<file path="config.mk">
export PLATFORM = sky130hd
export DESIGN_NAME = bootrom_ahb_ctrl
export DESIGN_NICKNAME = d
export VERILOG_FILES = /design/src/rtl/bootrom_ctrl_pkg.sv /design/src/rtl/bootrom_ahb_ctrl.sv
export SDC_FILE = /design/constraint.sdc
export NUM_CORES = 1
export LEC_CHECK = 0
export ABC_CLOCK_PERIOD_IN_PS = 2100
export BUFFER_PORTS_ARGS = -buffer_cell sky130_fd_sc_hd__buf_2
export CORE_UTILIZATION = 46
export CTS_CLUSTER_DIAMETER = 100
export DETAILED_ROUTE_END_ITERATION = 8
export PLACE_DENSITY = 0.84
export SLEW_MARGIN = 40
export SYNTH_ARGS = -nofsm -noshare
export SYNTH_HDL_FRONTEND = slang
export SYNTH_SLANG_ARGS = --single-unit
</file>
<file path="constraint.sdc">
create_clock -name HCLK -period 2.1 [get_ports HCLK]
set_clock_uncertainty 0.2 [all_clocks]
set_input_delay 0.42 -clock HCLK [delete_from_list [all_inputs] [get_ports HCLK]]
set_output_delay 0.42 -clock HCLK [all_outputs]
set_load 0.005 [all_outputs]
</file>
<file path="src/rtl/bootrom_ctrl_pkg.sv">
// Shared definitions for the boot ROM AHB-Lite controller: FSM state
// encoding, AHB transfer-type and response encodings.
package bootrom_ctrl_pkg;

    typedef enum logic [2:0] {
        ST_IDLE   = 3'd0,
        ST_ACCESS = 3'd1,
        ST_WAIT   = 3'd2,
        ST_RESP   = 3'd3,
        ST_ERR1   = 3'd4,
        ST_ERR2   = 3'd5
    } state_e;

    localparam logic [1:0] HTRANS_IDLE   = 2'b00;
    localparam logic [1:0] HTRANS_BUSY   = 2'b01;
    localparam logic [1:0] HTRANS_NONSEQ = 2'b10;
    localparam logic [1:0] HTRANS_SEQ    = 2'b11;

    localparam logic HRESP_OKAY  = 1'b0;
    localparam logic HRESP_ERROR = 1'b1;

    // NONSEQ and SEQ both carry a real transfer; IDLE and BUSY do not.
    function automatic logic is_active(input logic [1:0] htrans);
        return htrans[1];
    endfunction

endpackage

</file>
<file path="src/rtl/bootrom_ahb_ctrl.sv">
// AHB-Lite read-only slave in front of the boot ROM wrapper: one-cycle ROM
// enable per miss, programmable wait states, one-word last-read buffer.
module bootrom_ahb_ctrl
    import bootrom_ctrl_pkg::*;
#(
    parameter int ADDR_W      = 8,
    parameter int WAIT_STATES = 0,
    parameter int BUF_EN      = 1
) (
    input  logic              HCLK,
    input  logic              HRESETn,
    input  logic              HSEL,
    input  logic [31:0]       HADDR,
    input  logic [1:0]        HTRANS,
    input  logic              HWRITE,
    input  logic [2:0]        HSIZE,
    input  logic              HREADY,
    output logic              HREADYOUT,
    output logic              HRESP,
    output logic [31:0]       HRDATA,
    output logic              ROM_EN,
    output logic [ADDR_W-1:0] ROM_ADDR,
    input  logic [31:0]       ROM_RDATA
);

    localparam logic [2:0] WS_C = 3'(WAIT_STATES);

    state_e              state_r;
    state_e              state_d;
    logic [2:0]          cnt_r;
    logic [2:0]          cnt_d;
    logic [ADDR_W-1:0]   addr_q_r;
    logic                buf_valid_r;
    logic [ADDR_W-1:0]   buf_tag_r;
    logic [31:0]         buf_data_r;
    logic                hreadyout_r;
    logic                hresp_r;
    logic                rom_en_r;

    logic                hreadyout_d;
    logic                hresp_d;
    logic                rom_en_d;
    logic                latch_s;
    logic                accept_s;
    logic                hit_s;
    logic                eff_valid_s;
    logic [ADDR_W-1:0]   eff_tag_s;
    logic [ADDR_W-1:0]   word_addr_s;
    logic                unused_s;

    assign unused_s    = ^{HSIZE, HADDR[31:ADDR_W+2], HADDR[1:0]};
    assign word_addr_s = HADDR[ADDR_W+1:2];
    assign accept_s    = HSEL & HREADY & is_active(HTRANS);

    // During RESP the buffer is being refilled this cycle, so compare
    // against the incoming tag to let a back-to-back read of the same word hit.
    assign eff_valid_s = (state_r == ST_RESP) | buf_valid_r;
    assign eff_tag_s   = (state_r == ST_RESP) ? addr_q_r : buf_tag_r;
    assign hit_s       = (BUF_EN != 0) & eff_valid_s & (word_addr_s == eff_tag_s);

    // Next-state, wait counter and registered-output decode.
    always_comb begin
        state_d = state_r;
        cnt_d   = cnt_r;
        latch_s = 1'b0;
        case (state_r)
            ST_IDLE, ST_RESP, ST_ERR2: begin
                if (accept_s) begin
                    if (HWRITE) begin
                        state_d = ST_ERR1;
                    end else if (hit_s) begin
                        state_d = ST_IDLE;
                    end else begin
                        state_d = ST_ACCESS;
                        latch_s = 1'b1;
                    end
                end else begin
                    state_d = ST_IDLE;
                end
            end
            ST_ACCESS: begin
                if (WS_C != 3'd0) begin
                    state_d = ST_WAIT;
                    cnt_d   = WS_C;
                end else begin
                    state_d = ST_RESP;
                end
            end
            ST_WAIT: begin
                cnt_d = cnt_r - 3'd1;
                if (cnt_r == 3'd1) begin
                    state_d = ST_RESP;
                end else begin
                    state_d = ST_WAIT;
                end
            end
            ST_ERR1: state_d = ST_ERR2;
            default: state_d = ST_IDLE;
        endcase

        hreadyout_d = !((state_d == ST_ACCESS) || (state_d == ST_WAIT) || (state_d == ST_ERR1));
        hresp_d     = ((state_d == ST_ERR1) || (state_d == ST_ERR2)) ? HRESP_ERROR : HRESP_OKAY;
        rom_en_d    = (state_d == ST_ACCESS);
    end

    // State, buffer and output registers; synchronous reset abandons any transfer.
    always_ff @(posedge HCLK) begin
        if (!HRESETn) begin
            state_r     <= ST_IDLE;
            cnt_r       <= 3'd0;
            addr_q_r    <= '0;
            buf_valid_r <= 1'b0;
            buf_tag_r   <= '0;
            buf_data_r  <= 32'd0;
            hreadyout_r <= 1'b1;
            hresp_r     <= HRESP_OKAY;
            rom_en_r    <= 1'b0;
        end else begin
            state_r     <= state_d;
            cnt_r       <= cnt_d;
            hreadyout_r <= hreadyout_d;
            hresp_r     <= hresp_d;
            rom_en_r    <= rom_en_d;
            if (latch_s) begin
                addr_q_r <= word_addr_s;
            end
            if (state_r == ST_RESP) begin
                buf_valid_r <= 1'b1;
                buf_tag_r   <= addr_q_r;
                buf_data_r  <= ROM_RDATA;
            end
        end
    end

    // ROM data is only valid to the bus in RESP; otherwise the buffer is shown.
    assign HRDATA    = (state_r == ST_RESP) ? ROM_RDATA : buf_data_r;
    assign HREADYOUT = hreadyout_r;
    assign HRESP     = hresp_r;
    assign ROM_EN    = rom_en_r;
    assign ROM_ADDR  = addr_q_r;

endmodule

</file>
Yosys cells after proc, flatten, opt, wreduce, memory -nomap -nowiden
Index checks and enable logic that the tools add are counted.
{"block": "word_totals", "ff_bits": 58, "inputBits": 74}
{"block": "classes", "add_sub_neg": 1, "eq_ne": 11, "mux": 12, "bitwise_logic": 4, "n_reduce_logical": 6}
{"op": "32-bit two-way mux", "n": 1}
{"op": "3-bit equality test, second input constant", "n": 4}
{"op": "3-bit one-hot mux with 4 select lines", "n": 1}
{"op": "3-bit by 1-bit equality test with 1-bit output, second input constant", "n": 3}
{"op": "3-bit by 2-bit equality test with 1-bit output, second input constant", "n": 3}
{"op": "8-bit equality test", "n": 1}
{"op": "8-bit two-way mux", "n": 1}
{"op": "1-bit two-way mux", "n": 7}
{"op": "3-bit two-way mux", "n": 2}
{"op": "1-bit bitwise AND", "n": 3}
{"op": "3-bit logical NOT", "n": 1}
{"op": "1-bit logical OR", "n": 3}
{"op": "3-bit OR reduction", "n": 1}
{"op": "3-bit by 1-bit subtractor with 3-bit output, second input constant", "n": 1}
{"op": "1-bit logical NOT", "n": 1}
{"op": "1-bit OR", "n": 1}

Depth between registers and ports, before layout
{"block": "depth", "ltp_word": 12, "mapped_depth": 8, "mapped_depth_nobuf": 6}

Worst setup path before layout
Ideal clock, no wire load.
{"block": "synth_timing", "kind": "register to output", "startpoint": "reg state_r[0]", "endpoint": "out HRDATA[0]", "t_arrival_ps": 1321, "slack_ps": 159, "stages_incl_launch_ff": 7, "path_buffers": 3, "cell_sequence": "dfxtp_1 buf_4 nand3b_1 buf_2 buf_1 nand2_1 nand2_1"}
{"block": "synth_between", "elab_chain_len": 2}
{"item": "start, declared", "line_no": "bootrom_ahb_ctrl.sv:28", "rtl": "state_e state_r;"}
{"item": "start signal, assigned", "line_no": "bootrom_ahb_ctrl.sv:119", "rtl": "state_r <= state_d;"}
{"item": "3-bit by 2-bit equality test with 1-bit output", "line_no": "bootrom_ahb_ctrl.sv:136", "rtl": "assign HRDATA = (state_r == ST_RESP) ? ROM_RDATA : buf_data_r;"}
{"item": "32-bit two-way mux"}
{"item": "end, declared", "line_no": "bootrom_ahb_ctrl.sv:20", "rtl": "output logic [31:0] HRDATA,"}
No other way between the ends.

Worst setup path in the final report
{"block": "layout_timing", "startpoint": "reg state_r[2]", "endpoint": "out HRDATA[12]"}
Same word-level chain as after synthesis.

==> flow_summary.yaml <==
run_status:
  status: "completed"
place:
  hpwl_um: 3830
  portBuffers: 88
  gp_congestion: 0.789
sta:
  tightest_slew_ns: 0.309
  max_slew_margin_pct: 79.4
  final_max_slew_viol_count: 0
  rsz0062_at_grt: "true"
  fmax_ghz: 0.488
  finalHoldViolCount: 0
  setup_violations: 0
  finalCritPeriodShare_pct: 97.5
  min_period_ns: 2.05
  fin_hold_ws_ns: 0.181
routing:
  avgRoutedWirePerCell_um: 11.3
  wl_met3_um: 326
  dr.pass1.iters: 4
  wl_met1_um: 2330
  wl_um: 5440
  viasPerCell: 4.67
  drcViolationCount: 0
  num_vias: 2254
  detail_route.iter0.violations: 38
  met2_length_um: 2700
  top_layer: "met4"
  antenna_left: 0
floorplan:
  row_count: 26
  initial_utilization_pct: 48.5
  ios: 117
  die_y_um: 76.1
  die_x_um: 76.1
  dieArea_mm2: 0.00579
  core_area_mm2: 0.00520
cts:
  clock_latency_ns: 0.32
  numCtsBuffers: 9
  path_clk_slew_ns: 0.06
  holdBufCountCts: 0
  clock_sinks: 58
  cts_tree: "yes"
  clk_path_buf_depth: 2
  cts_root_buf: "clkbuf_8"
  h-tree-depth: 3
grt:
  grt_max_degree: 37
  grt_overflow_total: 0
  grt_pass1_vias: 2225
  grt_pass1_wl_um: 9320
  track_usage_pct: 20.1
  grt_antenna_before_repair: 0
min_path:
  whs_path_depth: 3
  hold_class: "in2reg"
  hold_end: "ROM_ADDR[4]"
  worstHoldStart: "HADDR[6]"
critical_path:
  r2r-start: "state_r[2]"
  path_class: "reg2out"
  worstPathArrival_ns: 1.43
  crit_top_cell: "nand2_1"
  endpoint_kind: "primary output"
  r2r_end: "ROM_ADDR[0]"
  cpMaxStageDelayCell: "dfxtp_2"
  critPathLaunchType: "register"
  crit_fanout: 32
  cp_cell_sequence: "nand3b_1 -> buf_12 -> nand2_1 -> nand2_1 -> buf_2"
  max_stage_delay_ns: 0.35
  r2r_cells: 7
  worst-r2r-setup-slack_ns: 0.15
  critPathRequiredTime_ns: 1.48
synth:
  avgSynthCellArea_um2: 7.99
  netlist_area_mm2: 0.00252
  synth_edf_count: 0
  ys_types: 35
  synth_top_cell_by_area: "dfxtp_1"
  synth_common_cells: "129 x nand2_1, 58 x dfxtp_1, 37 x and2_1"
  yosys_most_used_dff: "dfxtp_1"
  syn_nets: 392
  synth_seq_cells: 58
  yosysSeqAreaShare_pct: 46.0
  syn_inst: 316
  yosys_warnings: 0
  synthArstFlopShare_pct: 0
  synth.most_common_cell: "nand2_1"
  yosys.area.top_type_share_pct: 46.0
  synth.area.top_cells: "dfxtp_1 46%, nand2_1 19%, and2_1 9.2%, xnor2_1 4.9%, mux2i_1 4.0%"
final_layout:
  fill_cells: 453
  diodes: 0
  final_util_pct: 63.6
  multi_input_area_mm2: 0.00126
  area_delta_synth_final_pct: 31.2
  layout-drive-gt1-share_pct: 29.1
  layout.nets: 484
  seq_area_mm2: 0.00116
power_and_ir_drop:
  leakage_nw: 1.64
  power_density_mw_per_mm2: 715
  ir_worst_vdd_mv: 0.527
  combPwrFrac_pct: 9.0
  switchingPower_w: 0.000521
  p_sw_share_pct: 22.0
  pwr-share-seq_pct: 48.1
  p_int_w: 0.00185
  p_clk_share_pct: 42.9
job:
  max-cap-violations: 0
==> cells in the final DEF (no fill, tap or decap), types with 3 or more instances in the layout <==
cell type and instances:
clkbuf_8 11, a21boi_0 6, inv_1 7, nand4_1 4, o21ai_0 4, nand2_1 129
dfxtp_1 56, buf_2 88, buf_12 3, clkbuf_1 3, and2_1 37, buf_4 7
mux2i_1 8, xnor2_1 14
==> metrics by stage <==
step / power, W / setup WS, ns / std cells / area, um2 / TNS [ns]
final: 0.00237 / 0.0516 / 483 / 3310 / 0
after global routing: 0.00247 / -0.0263 / 483 / 3310 / -0.203
after CTS: 0.00239 / 0.00778 / 483 / 3280 / 0
after detailed placement: 0.00137 / 0.0293 / 466 / 3060 / 0
after global placement: 0.00136 / 0.0647 / 466 / 3060 / 0
after floorplan: 0.00128 / 0.159 / 316 / 2520 / 0
==> registers in the layout, summed over array words and instances, names as in the netlist <==
name / count
state_r: 3
ROM_EN: 1
HRESP: 1
HREADYOUT: 1
ROM_ADDR: 8
buf_valid_r: 1
cnt_r: 3
buf_data_r: 32
buf_tag_r: 8
==> cell families after synthesis <==
group / Yosys count / share of synthesized area [%]
simple gates: 181 / 32.2
flops: 58 / 46.0
buf+inv: 26 / 4.61
compound gates: 22 / 6.25
xor+xnor: 16 / 5.55
mux: 10 / 3.97
fa+ha+maj: 3 / 1.39
==> power groups by stage <==
| stage | Combinational [W] | Sequential [W] | Clock (W) |
|---|---|---|---|
| 2_1_floorplan | 0.000120 | 0.00116 | 0 |
| 3_3_place_gp | 0.000202 | 0.00116 | 0 |
| 3_5_place_dp | 0.000210 | 0.00116 | 0 |
| 4_1_cts | 0.000214 | 0.00114 | 0.00104 |
| 5_1_grt | 0.000238 | 0.00114 | 0.00109 |
| 6_report | 0.000213 | 0.00114 | 0.00102 |
==> metal layers <==
layer / track usage, % / vias to the layer above
li1: - / 1181
met1: 20.5 / 994
met2: 37.9 / 72
met3: 4.31 / 7
met4: 10.6 / 0
met5: 0 / -
==> worst max-delay path: cells and delay by family (launching register included) <==
kind / cells / cell delay [ns]
buf+inv: 2 / 0.35
simple gates: 3 / 0.39
flops: 1 / 0.35
==> repair_timing <==
action	in CTS	in global routing
pin swaps	0	1
endpoints found under the setup margin	32	36
gates cloned	0	0
resized for setup	7	7
setup buffers	1	0
==> layout make-up <==
| cell class | instances | share of cell area, % |
|---|---|---|
| clock buffers | 14 | 4.91 |
| clock inverters | 2 | 1.06 |
| inverters | 7 | 0.793 |
| multi-input cells | 232 | 38.1 |
| flip-flops and latches | 58 | 35.1 |
| well taps | 70 | 2.64 |
| repair buffers | 100 | 17.4 |
==> worst max path at each step <==
stage	from	to	slack, ns	depth (start not counted)
CTS	state_r[0]	HRDATA[13]	0.008	5
floorplan	state_r[0]	HRDATA[0]	0.16	6
detailed placement	state_r[2]	HRDATA[11]	0.03	5
global route	state_r[2]	HRDATA[0]	-0.03	5
global placement	state_r[2]	HRDATA[31]	0.06	5
finish	state_r[2]	HRDATA[12]	0.05	5
(Power assumes the default switching activity.)
